File: src/rtl/rr_onehot_arbiter.sv
// -----------------------------------------------------------------------------
// rr_onehot_arbiter
//
// Round-robin arbiter for 8 level-sensitive request lines. Produces a
// registered one-hot grant that feeds an 8-to-3 one-hot encoder directly.
// A grant is held while its owner keeps requesting; on release the priority
// pointer moves to the requester after the owner. Every grant is followed by
// at least one idle cycle before the next grant.
//
// Optional feature (macro ARB_TIMEOUT_EN): a grant that has lasted MAX_HOLD
// cycles while still requested is force-revoked, and `timeout` pulses for the
// one idle cycle that follows. Without the macro there is no hold counter and
// `timeout` is tied low; the port list is identical in both builds.
//
// Ports:
//   clk         in   1  single clock, all logic on posedge
//   rst         in   1  synchronous, active-high reset
//   req         in   N  request lines, bit i = requester i
//   grant       out  N  registered one-hot grant, 0 when idle
//   grant_valid out  1  high exactly when grant is non-zero
//   timeout     out  1  one-cycle pulse on a forced revoke
//
// Handshake: grant/grant_valid is a valid-only interface with no ready.
// grant_valid == |grant on every cycle; the downstream encoder output is
// meaningful only while grant_valid is high. A requester holds ownership by
// keeping its req bit high and gives it up by dropping it.
// -----------------------------------------------------------------------------
module rr_onehot_arbiter #(
    parameter int N        = 8,
    parameter int MAX_HOLD = 16
) (
    input  logic         clk,
    input  logic         rst,
    input  logic [N-1:0] req,
    output logic [N-1:0] grant,
    output logic         grant_valid,
    output logic         timeout
);

    // Elaboration-time configuration checks.
    if (N != 8) begin : g_bad_n
        $error("rr_onehot_arbiter: N must be 8");
    end
    if (MAX_HOLD < 1 || MAX_HOLD > 255) begin : g_bad_max_hold
        $error("rr_onehot_arbiter: MAX_HOLD must be in 1..255");
    end

    typedef enum logic {
        IDLE  = 1'b0,
        GRANT = 1'b1
    } state_t;

    state_t         state, state_n;
    logic [2:0]     ptr, ptr_n;
    logic [2:0]     owner, owner_n;
    logic [N-1:0]   grant_q, grant_n;
    logic           timeout_q, timeout_n;

    logic [N-1:0]   rot;
    logic [2:0]     off;
    logic [2:0]     sel;

`ifdef ARB_TIMEOUT_EN
    localparam logic [7:0] HOLD_LAST = 8'(MAX_HOLD - 1);
    logic [7:0]     hold_cnt, hold_n;
`endif

    // Rotate req so that bit 0 of rot is requester ptr; the lowest set bit of
    // rot is then the winner, and adding ptr back (mod 8) gives its index.
    always_comb begin
        rot = '0;
        for (int i = 0; i < N; i++) begin
            rot[i] = req[ptr + 3'(i)];
        end
    end

    always_comb begin
        off = '0;
        for (int i = N - 1; i >= 0; i--) begin
            if (rot[i]) begin
                off = 3'(i);
            end
        end
    end

    assign sel = ptr + off;

    always_comb begin
        state_n   = state;
        ptr_n     = ptr;
        owner_n   = owner;
        grant_n   = grant_q;
        timeout_n = 1'b0;
`ifdef ARB_TIMEOUT_EN
        hold_n    = hold_cnt;
`endif
        case (state)
            IDLE: begin
                grant_n = '0;
                if (|req) begin
                    state_n = GRANT;
                    owner_n = sel;
                    grant_n = N'(1) << sel;
`ifdef ARB_TIMEOUT_EN
                    hold_n  = '0;
`endif
                end
            end
            GRANT: begin
                if (!req[owner]) begin
                    // Normal release takes priority over an expiry on the
                    // same cycle, so no timeout pulse is raised here.
                    state_n = IDLE;
                    grant_n = '0;
                    ptr_n   = owner + 3'd1;
                end
`ifdef ARB_TIMEOUT_EN
                else if (hold_cnt == HOLD_LAST) begin
                    state_n   = IDLE;
                    grant_n   = '0;
                    ptr_n     = owner + 3'd1;
                    timeout_n = 1'b1;
                end else if (hold_cnt != 8'hFF) begin
                    hold_n = hold_cnt + 8'd1;
                end
`endif
            end
            default: begin
                state_n = IDLE;
                grant_n = '0;
            end
        endcase
    end

    always_ff @(posedge clk) begin
        if (rst) begin
            state     <= IDLE;
            ptr       <= 3'd0;
            owner     <= 3'd0;
            grant_q   <= '0;
            timeout_q <= 1'b0;
`ifdef ARB_TIMEOUT_EN
            hold_cnt  <= 8'd0;
`endif
        end else begin
            state     <= state_n;
            ptr       <= ptr_n;
            owner     <= owner_n;
            grant_q   <= grant_n;
            timeout_q <= timeout_n;
`ifdef ARB_TIMEOUT_EN
            hold_cnt  <= hold_n;
`endif
        end
    end

    assign grant       = grant_q;
    assign grant_valid = |grant_q;
`ifdef ARB_TIMEOUT_EN
    assign timeout     = timeout_q;
`else
    // timeout_q never leaves 0 in this build; the output is tied off.
    assign timeout     = 1'b0 & timeout_q;
`endif

endmodule

File: config.mk
export PLATFORM = sky130hd
export DESIGN_NAME = rr_onehot_arbiter
export DESIGN_NICKNAME = d
export VERILOG_FILES = /design/src/rtl/rr_onehot_arbiter.sv
export SDC_FILE = /design/constraint.sdc
export NUM_CORES = 1
export LEC_CHECK = 0
export BUFFER_PORTS_ARGS = -buffer_cell sky130_fd_sc_hd__buf_2
export CORE_MARGIN = 2
export CORE_UTILIZATION = 27
export CTS_CLUSTER_SIZE = 14
export DETAILED_ROUTE_END_ITERATION = 8
export PLACE_DENSITY = 0.49
export SYNTH_ARGS = -nofsm -noshare
export SYNTH_HDL_FRONTEND = slang
export SYNTH_SLANG_ARGS = --single-unit
File: constraint.sdc
create_clock -name clk -period 5.5 [get_ports clk]
set_clock_uncertainty 0.05 [all_clocks]
set_input_delay 0.275 -clock clk [delete_from_list [all_inputs] [get_ports clk]]
set_output_delay 0.275 -clock clk [all_outputs]
set_load 0.03 [all_outputs]
# Yosys cells after proc, flatten, opt, wreduce, memory -nomap -nowiden
# Index checks and enable logic that the tools add are counted.
[word_totals]
register_bits = 15
inputBits = 10
output_inout_bits = 10
elab_cells = 62
[classes]
addsub = 9
order_cmp = 9
n_eq_ne = 1
n_shift = 1
muxes = 32
n_bitwise = 2
n_reduce_logical = 4
[ops]
columns = ["operator", "n"]
rows = [
  ["< comparator 3 x 4 -> 1 bit, second input constant", 9],
  ["binary-select mux 1 bit (select 3 bit)", 9],
  ["two-way mux 3 bit", 8],
  ["two-way mux 8 bit", 2],
  ["one-hot mux 8 bit (2 select lines)", 1],
  ["OR reduction 8 bit", 2],
  ["adder 3 bit, second input constant", 4],
  ["two-way mux 1 bit", 11],
  ["<< shifter 1 x 3 -> 8 bit, first input constant", 1],
  ["adder 3 x 1 -> 3 bit, second input constant", 2],
  ["adder 3 x 2 -> 3 bit, second input constant", 2],
  ["AND reduction 2 bit", 2],
  ["adder 3 bit", 1],
  ["!= test 2 bit, second input constant", 1],
  ["NOT 1 bit", 2],
  ["one-hot mux 1 bit (2 select lines)", 1],
]

# Longest topological paths before layout
[depth]
word_depth = 15
ltp_mapped = 17

# Worst setup path before layout
# OpenSTA, ideal clock, no wires.
[synth_timing]
kind = "register -> register"
start = "register ptr[0]"
end = "register grant_q[7] (netlist: grant[7])"
setup_time_ns = 0.062
arrival_ns = 3.854
required_time_ns = 5.388
slack_ns = 1.534
path_stages_with_launch = 18
synth_period_minus_slack_ns = 3.966
cell_sequence = "dfxtp_1 > buf_6 > inv_1 > ha_1 > buf_6 > mux4_2 > mux2_4 > o21ai_0 > a21oi_1 > o21bai_1 > a22oi_1 > ha_1 > inv_1 > fa_1 > or4b_2 > nor2_1 > nand3_1 > nand3_1"
[synth_via]
elab_chain_cells = 15
[synth_lines]
columns = ["element", "line", "rtl"]
rows = [
  ["start, declared", "54", "logic [2:0] ptr, ptr_n;"],
  ["start signal, assigned", "147", "ptr <= ptr_n;"],
  ["adder 3 bit", "73", "rot[i] = req[ptr + 3'(i)];"],
  ["binary-select mux 1 bit (select 3 bit)", "73", ""],
  ["two-way mux 1 bit (not written as such)", "73", ""],
  ["two-way mux 3 bit (8 in a row)", "80", "if (rot[i]) begin"],
  ["adder 3 bit *", "86", "assign sel = ptr + off;"],
  ["<< shifter 1 x 3 -> 8 bit *", "103", "grant_n = N'(1) << sel;"],
  ["two-way mux 8 bit *", "100", "if (|req) begin"],
  ["one-hot mux 8 bit (2 select lines) *", "97", "case (state)"],
  ["end signal, assigned", "149", "grant_q <= grant_n;"],
  ["end, declared", "56", "logic [N-1:0] grant_q, grant_n;"],
]
# Mark *: on every way between the ends. The rest lies on a longest branch, timed or not. The select of a mux whose other input is x is not followed.
# A chain may end at the register's enable or synchronous reset.

# Final worst setup path
[layout_timing]
start = "register ptr[1]"
end = "register grant_q[7] (netlist: grant[7])"
# Same word-level chain as after synthesis.

==> out/qor.txt <==
RSZ-0062 raised after global routing = false
Psw = 0.0002910 W
GRT met3 Usage = 2.209%
leakage power = 0.6180 nW
antenna-violating nets left = 0
sequential fraction of the synthesis area = 20.53%
Critical R2R Capture = grant[7]
fin util = 31.88%
critical hold path startpoint = rst
Synth top area share = 20.53%
synthesized net count = 169
worst r2r src = ptr[1]
vias in the first global route = 1207
final period utilization = 79.27%
largest area contributor in the netlist = dfxtp_1
flop2flop setup slack = 1.14 ns
fin. max-slew vios = 0
Residual DRC = 0
Yosys warnings = 0
CTS tree = done
Final #Nets = 187
Reg2Reg Depth = 15
Post-CTS Resized = 0
Area Overhead vs Synth = 12.75%
I/O Buffers = 18
clk sinks = 15
DRT Pass-1 Iters = 5
Gate power share = 61.0%
met1 Usage GRT = 16.15%
Tmin final = 4.360 ns
clk_lat worst skew = 0.25 ns
mapped cell area = 1463 um^2
power per cell area = 391.5 nW/um^2
Crit Path Max Fanout = 12
CP required = 5.64 ns
relative slew slack = 57.42%
die area = 6022 um^2
Avg Synthesized Cell Area = 9.498 um^2
min-delay worst type = primary input to flop
hold endpoint = ptr[1]
Ports = 20
Worst-path clk slew = 0.06 ns
final std cells w/o fill = 241
Setup Fix Bufs, Post-CTS = 0
largest cells by area after synthesis = dfxtp_1 (21%), mux4_2 (17%), nand3_1 (5.5%)
dpl ws = 1.152 ns
fin worst setup slack = 1.140 ns
post-synth cell types = 45
total gr overflow = 0
layout cell share with drive strength beyond 1 = 28.65%
Arr. time, crit path = 4.50 ns
global-route wire length before repair = 5830 um
Critical Path Sink Type = flop
WL per Instance = 14.31 um
# rows = 26
total number of vias = 1263
Yosys reg bits = 15
final hold violations = 0
met2 usage = 19.22%
endpoints failing setup = 0
H-tree depth = 1
Initial Util = 28.28%
Die Wd = 77.60 um
largest net degree at the start of global routing = 15
busiest grt layer = met2
DR iter-0 viols = 59
setup TNS = 0 ns
Syn Inst Count = 154
commonest non-fill, non-tap cell in the layout = buf_2
core area = 5172 um^2
Total GRT Usage = 11.86%
initial antenna violation count = 0
Num CTS Buffers = 3
Worst-Margin Slew = 0.6342 ns
cts hold-fix bufs = 0
Final Cell Area = 1649 um^2
Clock Tree Root = clkbuf_8
worst-case vdd ir drop = 0.1214 mV
fill cell total of the finished layout = 546
Sw Share = 45.08%
run status = complete, no violations
Worst Hold Path Cells = 2
GPL Wtd Cong = 0.7575
DP Area = 1604 um^2
final wirelength = 3449 um
DP HPWL = 2621 um
ant diodes = 0
fmax = 229.4 MHz
Startpoint Class = flop
Via density = 5.241
die height = 77.60 um
placed insts = 237
Longest Clk Path Bufs = 2
crit path kind = flop to flop
most frequent cells in the layout = buf_2 (18), nor2_1 (16), nand3_1 (16), dfxtp_1 (15), nand2_1 (13)
clock group share of total power = 14.4%
Max-cap violations = 0
Flop pwr share = 24.6%
Cell Int Power = 0.0003546 W
[layout make-up]
type                    instances  area, um^2  area share [%]
well taps                      70       87.58           5.311
clock buffers                   4       45.04           2.731
multi-input cells             129        1104           66.92
repair buffers                 19       97.59           5.918
flip-flops and latches         15       300.3           18.21
inverters                       4       15.01          0.9105
[sequential cells by signal, summed over array words and instances, names as in the netlist]
signal,flops
owner,3
ptr,3
state,1
grant,8
[per-stage QoR]
step / hold slack (ns) / power (W)
2_1_floorplan: 0.4444 / 0.0004817
3_3_place_gp: 0.4390 / 0.0005546
3_5_place_dp: 0.4353 / 0.0005551
4_1_cts: 0.2775 / 0.0006489
5_1_grt: 0.3028 / 0.0006949
6_report: 0.2955 / 0.0006456
[worst max-delay path by stage]
stage / start / to / slack (ns) / depth (start not counted)
global placement: ptr[1] / grant[7] / 1.19 / 15
global route: ptr[1] / grant[7] / 0.82 / 15
CTS: ptr[1] / grant[7] / 1.13 / 15
floorplan: ptr[0] / grant[7] / 1.53 / 17
detailed placement: ptr[1] / grant[7] / 1.15 / 15
finish: ptr[1] / grant[7] / 1.14 / 15
[metal layers]
| layer | part of all wire, % | routed length, um | vias up |
|---|---|---|---|
| li1 | - | - | 621 |
| met1 | 48 | 1657 | 617 |
| met2 | 48 | 1662 | 18 |
| met3 | 2.3 | 80 | 7 |
| met4 | 1.4 | 48 | 0 |
| met5 | 0 | 0 | - |
[power by group through the flow]
stage          logic, W  clock network [W]  registers [W]
2_1_floorplan  0.000309                  0       0.000173
3_3_place_gp   0.000393                  0       0.000162
3_5_place_dp   0.000394                  0       0.000162
4_1_cts        0.000395          0.0000950       0.000159
5_1_grt        0.000431          0.0000993       0.000165
6_report       0.000394          0.0000930       0.000159
[cells by family (layout without fill, tap and decap cells)]
family / count (synthesis) / in the layout / share of synthesized area (%)
simple gates: 64 / 64 / 22.67
compound gates: 32 / 32 / 17.71
mux: 21 / 21 / 26.43
flops: 15 / 15 / 20.53
buf+inv: 10 / 27 / 4.020
xor+xnor: 6 / 6 / 3.593
fa+ha+maj: 5 / 5 / 4.791
other cells: 1 / 1 / 0.2564
[cell usage after synthesis, drive strengths merged]
cell type and n:
a21o 1, or2 1, nor2 16, nor2b 5, a22oi 1, o21bai 2
clkbuf 1, nand4b 1, mux2i 6, o2111ai 2, nor4 4, a21oi 8
conb 1, mux4 13, dfxtp 15, a311oi 1, or4 1, mux2 2
a211o 1, or4b 2, a211oi 3, ha 4, o21ai 10, nand3 17
nand2 13, fa 1, buf 5, inv 4, o32a 1, and2b 1
o2111a 2, nand2b 3, xor2 3, xnor2 3
[worst max-delay path, cell delays in order (launching register included)]
cell and delay, ns:
dfxtp_1 0.58, inv_1 0.15, ha_1 0.48, mux4_2 0.61, mux2_4 0.30, o21ai_0 0.09
a21oi_1 0.09, o21bai_1 0.13, a22oi_1 0.08, ha_1 0.18, inv_1 0.06, fa_1 0.47
or4b_2 0.71, nor2_1 0.14, nand3_1 0.09, nand3_1 0.11
No activity file was read; power rests on OpenSTA's default activity.
